[src/rtl/trng_sampler_pkg.sv]
// Shared types and sizing helpers for the TRNG sampler datapath.
package trng_sampler_pkg;

  typedef enum logic {
    VN_FIRST,
    VN_SECOND
  } vn_state_t;

  // Bits needed to hold any value in 0..max_val (at least one bit).
  function automatic int unsigned cnt_width(input int unsigned max_val);
    return (max_val < 2) ? 1 : $clog2(max_val + 1);
  endfunction

endpackage

[src/rtl/trng_rct.sv]
// Repetition-count health test: flags a run of RCT_CUTOFF identical samples.
module trng_rct
  import trng_sampler_pkg::*;
#(
  parameter int unsigned RCT_CUTOFF = 31
) (
  input  logic clk,
  input  logic reset,
  input  logic samp,
  input  logic raw_bit,
  output logic fail,
  output logic trip
);

  localparam int unsigned   RW     = cnt_width(RCT_CUTOFF);
  localparam logic [RW-1:0] CUTOFF = RW'(RCT_CUTOFF);

  logic [RW-1:0] run;
  logic [RW-1:0] run_next;
  logic          prev;

  // A zero run count marks "no previous sample", so prev needs no valid reset value.
  always_comb begin
    run_next = run;
    if (samp) begin
      if (run != '0 && raw_bit == prev) begin
        run_next = (run == CUTOFF) ? run : run + 1'b1;
      end else begin
        run_next = RW'(1);
      end
    end
  end

  // trip is the same-cycle set pulse, letting the packer discard its word on this edge.
  assign trip = samp && !fail && (run_next == CUTOFF);

  always_ff @(posedge clk) begin
    if (reset) begin
      run  <= '0;
      prev <= 1'b0;
      fail <= 1'b0;
    end else begin
      run <= run_next;
      if (samp) prev <= raw_bit;
      if (trip) fail <= 1'b1;
    end
  end

endmodule

[src/rtl/trng_sampler.sv]
// TRNG consumer: sync, divide, health-test, von Neumann debias, pack into words.
module trng_sampler
  import trng_sampler_pkg::*;
#(
  parameter int unsigned WIDTH      = 32,
  parameter int unsigned SAMPLE_DIV = 8,
  parameter int unsigned RCT_CUTOFF = 31
) (
  input  logic             clk,
  input  logic             reset,
  input  logic             raw_in,
  input  logic             enable,
  output logic [WIDTH-1:0] data_out,
  output logic             valid,
  input  logic             ready,
  output logic             health_fail
);

  localparam int unsigned   DW       = cnt_width(SAMPLE_DIV - 1);
  localparam int unsigned   BW       = cnt_width(WIDTH);
  localparam logic [DW-1:0] DIV_LAST = DW'(SAMPLE_DIV - 1);
  localparam logic [BW-1:0] BIT_LAST = BW'(WIDTH - 1);

  logic          sync1;
  logic          raw_s;
  logic [DW-1:0] div_cnt;
  logic          samp;
  vn_state_t     vn_state;
  vn_state_t     vn_next;
  logic          vn_bit;
  logic          latch;
  logic          emit;
  logic [BW-1:0] bit_cnt;
  logic          trip;
  logic          accept;

  always_ff @(posedge clk) begin
    if (reset) begin
      sync1 <= 1'b0;
      raw_s <= 1'b0;
    end else begin
      sync1 <= raw_in;
      raw_s <= sync1;
    end
  end

  always_ff @(posedge clk) begin
    if (reset) begin
      div_cnt <= '0;
    end else if (enable) begin
      div_cnt <= samp ? '0 : div_cnt + 1'b1;
    end
  end

  assign samp = enable && (div_cnt == DIV_LAST);

  trng_rct #(
    .RCT_CUTOFF(RCT_CUTOFF)
  ) u_rct (
    .clk    (clk),
    .reset  (reset),
    .samp   (samp),
    .raw_bit(raw_s),
    .fail   (health_fail),
    .trip   (trip)
  );

  always_comb begin
    vn_next = vn_state;
    latch   = 1'b0;
    emit    = 1'b0;
    if (!enable) begin
      vn_next = VN_FIRST;
    end else if (samp) begin
      case (vn_state)
        VN_FIRST: begin
          latch   = 1'b1;
          vn_next = VN_SECOND;
        end
        VN_SECOND: begin
          emit    = (raw_s != vn_bit);
          vn_next = VN_FIRST;
        end
      endcase
    end
  end

  always_ff @(posedge clk) begin
    if (reset) begin
      vn_state <= VN_FIRST;
      vn_bit   <= 1'b0;
    end else begin
      vn_state <= vn_next;
      if (latch) vn_bit <= raw_s;
    end
  end

  assign accept = valid && ready;

  // An emitted bit coinciding with acceptance starts the next word rather than being dropped.
  always_ff @(posedge clk) begin
    if (reset) begin
      data_out <= '0;
      valid    <= 1'b0;
      bit_cnt  <= '0;
    end else if (health_fail || trip) begin
      valid   <= 1'b0;
      bit_cnt <= '0;
    end else if (accept) begin
      valid <= 1'b0;
      if (emit) begin
        data_out <= {vn_bit, data_out[WIDTH-1:1]};
        bit_cnt  <= BW'(1);
      end else begin
        bit_cnt <= '0;
      end
    end else if (emit && !valid) begin
      data_out <= {vn_bit, data_out[WIDTH-1:1]};
      bit_cnt  <= bit_cnt + 1'b1;
      if (bit_cnt == BIT_LAST) valid <= 1'b1;
    end
  end

endmodule

[config.mk]
export PLATFORM = sky130hd
export DESIGN_NAME = trng_sampler
export DESIGN_NICKNAME = d
export VERILOG_FILES = /design/src/rtl/trng_sampler_pkg.sv /design/src/rtl/trng_rct.sv /design/src/rtl/trng_sampler.sv
export SDC_FILE = /design/constraint.sdc
export NUM_CORES = 1
export LEC_CHECK = 0
export CAP_MARGIN = 20
export CORE_ASPECT_RATIO = 0.8
export CORE_MARGIN = 2
export CORE_UTILIZATION = 30
export DETAILED_ROUTE_END_ITERATION = 6
export PLACE_DENSITY = 0.51
export SLEW_MARGIN = 20
export SYNTH_ARGS = -nofsm -noshare
export SYNTH_HDL_FRONTEND = slang
export SYNTH_SLANG_ARGS = --single-unit
[constraint.sdc]
create_clock -name clk -period 3.5 [get_ports clk]
set_clock_uncertainty 0.05 [all_clocks]
set_input_delay 0.875 -clock clk [delete_from_list [all_inputs] [get_ports clk]]
set_output_delay 0.875 -clock clk [all_outputs]
set_load 0.005 [all_outputs]
==> metrics.txt <==
#FFs+latches synth=53; status=completed; number of antenna violations at the first check in global routing=0; combinational family with the most area after synthesis=simple AND/OR/NAND/NOR gates; number of global-route vias before repair=1562; CTS Buffer Depth=2; n_diodes=0; nets@finish=275; mapped cell area=0.00226 mm2; total CTS buffers=5; layout cell share with drive strength beyond 1=5.64%; Sinks on Clock Net=53; worst-skew pair later-pin latency=0.29 ns; xor and xnor area share after synthesis=2.71%; CTS tree=yes; syn_nets=239; clk slew on worst S/H paths=0.10 ns; area grow syn2layout=25.7%; critical path, cell by cell=clkdlybuf4s50_1 > and2_1 > nand3_2 > or3_1 > or2_2 > buf_12 > mux2i_1; Setup crit start kind=primary input; Initial DRC Count=51; most frequent cells in the layout=53 x dfxtp_1, 38 x clkdlybuf4s50_1, 34 x mux2i_1, 32 x nand2b_1, 20 x nor2_1; Row Count=28; # Post-CTS Setup Buffers=0; min setup slack post-route=0.603 ns; Slew @ Worst Pin=0.609 ns; Starting Density=30.8%; die width=101 um; Cell Pwr Density=374 mW/mm2; pre-CTS WS=0.315 ns; Routed WL=4300 um; CTS Hold Bufs=0; GRT Overall Usage=11.2%; CTS H-Tree Depth=2; Hold WC Path Type=reg -> reg; Max Cap Viol=0; Root Driver=clkbuf_8; crit path max fanout=29; Slew HR=59.3%; WS Path Type=in -> reg; worst endpoint required time=3.64 ns; Hold Slack=0.399 ns; Syn. warnings=0; Syn Area/Cell=9.88 um2; Top delay family on crit path=simple AND/OR/NAND/NOR gates; Post-Synth Adder-Cell Area=2.76%; area leader, netlist=dfxtp_1; DR vias/cell=4.65; Final Cycle Share=82.8%; Slowest-stage cell, CP=clkdlybuf4s50_1; final setup fails=0; Slew Viols, Final=0; post-synthesis cell count=229; share of the synthesized area in the top cell type=46.9%; drt first pass iters=4; IO Count=39; Routed Antenna Nets=0; PostCTS Resize Cnt=0; Worst path max stage delay=0.54 ns; setup TNS=0 ns; largest net degree at the start of global routing=30; grt ovf=0; routed vias=1656; core box area=0.00736 mm2; WP buf/inv=2; Leak=1.19 nW; RSZ-0062 raised after global routing=false; crit path DAT=3.03 ns; routed wire length per instance=12.1 um; Synth Area in Compound Gates=6.74%; die height=81.7 um; DR DRC count=0; endpoints failing hold=0; crit path time final=2.90 ns; PortBufs=38; fmax=345 MHz; first-pass GRT wire length=7380 um; CP endpoint kind=flip-flop; post-synth cell types=37; die area=0.00826 mm2; part of the Yosys area used for sequential elements=46.9%; GPL Wtd Cong=0.801; DPL Wire Length=3040 um; Area contributors post-synth=dfxtp_1 47%, mux2i_1 15%, nand2b_1 8.8%; most common cell after layout, fill and taps aside=dfxtp_1; maximum resistive drop on vdd=0.000139 V; mux cell area share after synthesis=15.0%; Synth Area in Simple Gates=21.8%
==> power breakdown <==
group / total (mW) / internal (mW) / switching [mW]
clock network: 0.427 / 0.233 / 0.195
registers: 0.607 / 0.605 / 0.00197
logic: 0.0290 / 0.0147 / 0.0143
==> cell usage after synthesis, drive strengths merged <==
master,number
a2111o,1
a21o,1
a21oi,8
a22oi,1
a311oi,3
and2,1
and3,1
and4,2
buf,6
clkbuf,7
dfxtp,53
ha,5
inv,5
mux2i,34
nand2,9
nand2b,32
nand3,4
nand3b,2
nand4,7
nor2,20
nor2b,5
nor3,4
o2111ai,1
o211ai,1
o21a,2
o21ai,2
o21bai,1
o41a,1
or2,2
or3,1
xnor2,2
xor2,5
==> logic make-up (layout without fill, tap and decap cells) <==
logic type      Yosys count  in the layout
flops                    53             53
fa+ha+maj                 5              5
mux                      34             34
simple gates             90             90
xor+xnor                  7              7
buf+inv                  18             55
compound gates           22             22
==> area by class of cell <==
type / instances / area, um2
fillers: 750 / 4510
inverters: 5 / 18.8
clock buffers: 6 / 82.6
multi-input cells: 158 / 1110
repair buffers: 42 / 423
well taps: 90 / 113
clock inverters: 2 / 37.5
flip-flops and latches: 53 / 1060
==> worst paths after layout <==
check / startpoint / cells after the start / slack (ns) / end
max: enable / 7 / 0.60 / data_out[10]
min: sync1 / 1 / 0.40 / raw_s
max reg2reg: div_cnt[0] / 8 / 0.91 / data_out[10]
min reg2reg: sync1 / 1 / 0.40 / raw_s
==> flip-flops by register name, indices dropped and copies added, names as in the netlist <==
name and flops:
data_out 32, u_rct.prev 1, raw_s 1, div_cnt 3
sync1 1, bit_cnt 6, u_rct.fail 1, vn_state 1
vn_bit 1, valid 1, u_rct.run 5
==> per-stage QoR <==
step	instances	utilization, %	area (um2)	power, mW
after floorplan	229	-	2260	0.639
after global placement	348	37.0	2730	0.651
after detailed placement	348	37.0	2730	0.651
after CTS	356	38.7	2850	1.08
after global routing	356	38.7	2850	1.12
final	356	38.7	2850	1.06
==> routing by layer <==
metal	wire length [um]	share of wire (%)	vias up	track usage [%]
met3	185	4.3	2	2.89
met4	35	0.81	0	3.65
met5	0	0	-	0
met1	2310	54	759	16.3
met2	1770	41	32	16.2
li1	-	-	863	-
(Power assumes the default switching activity.)
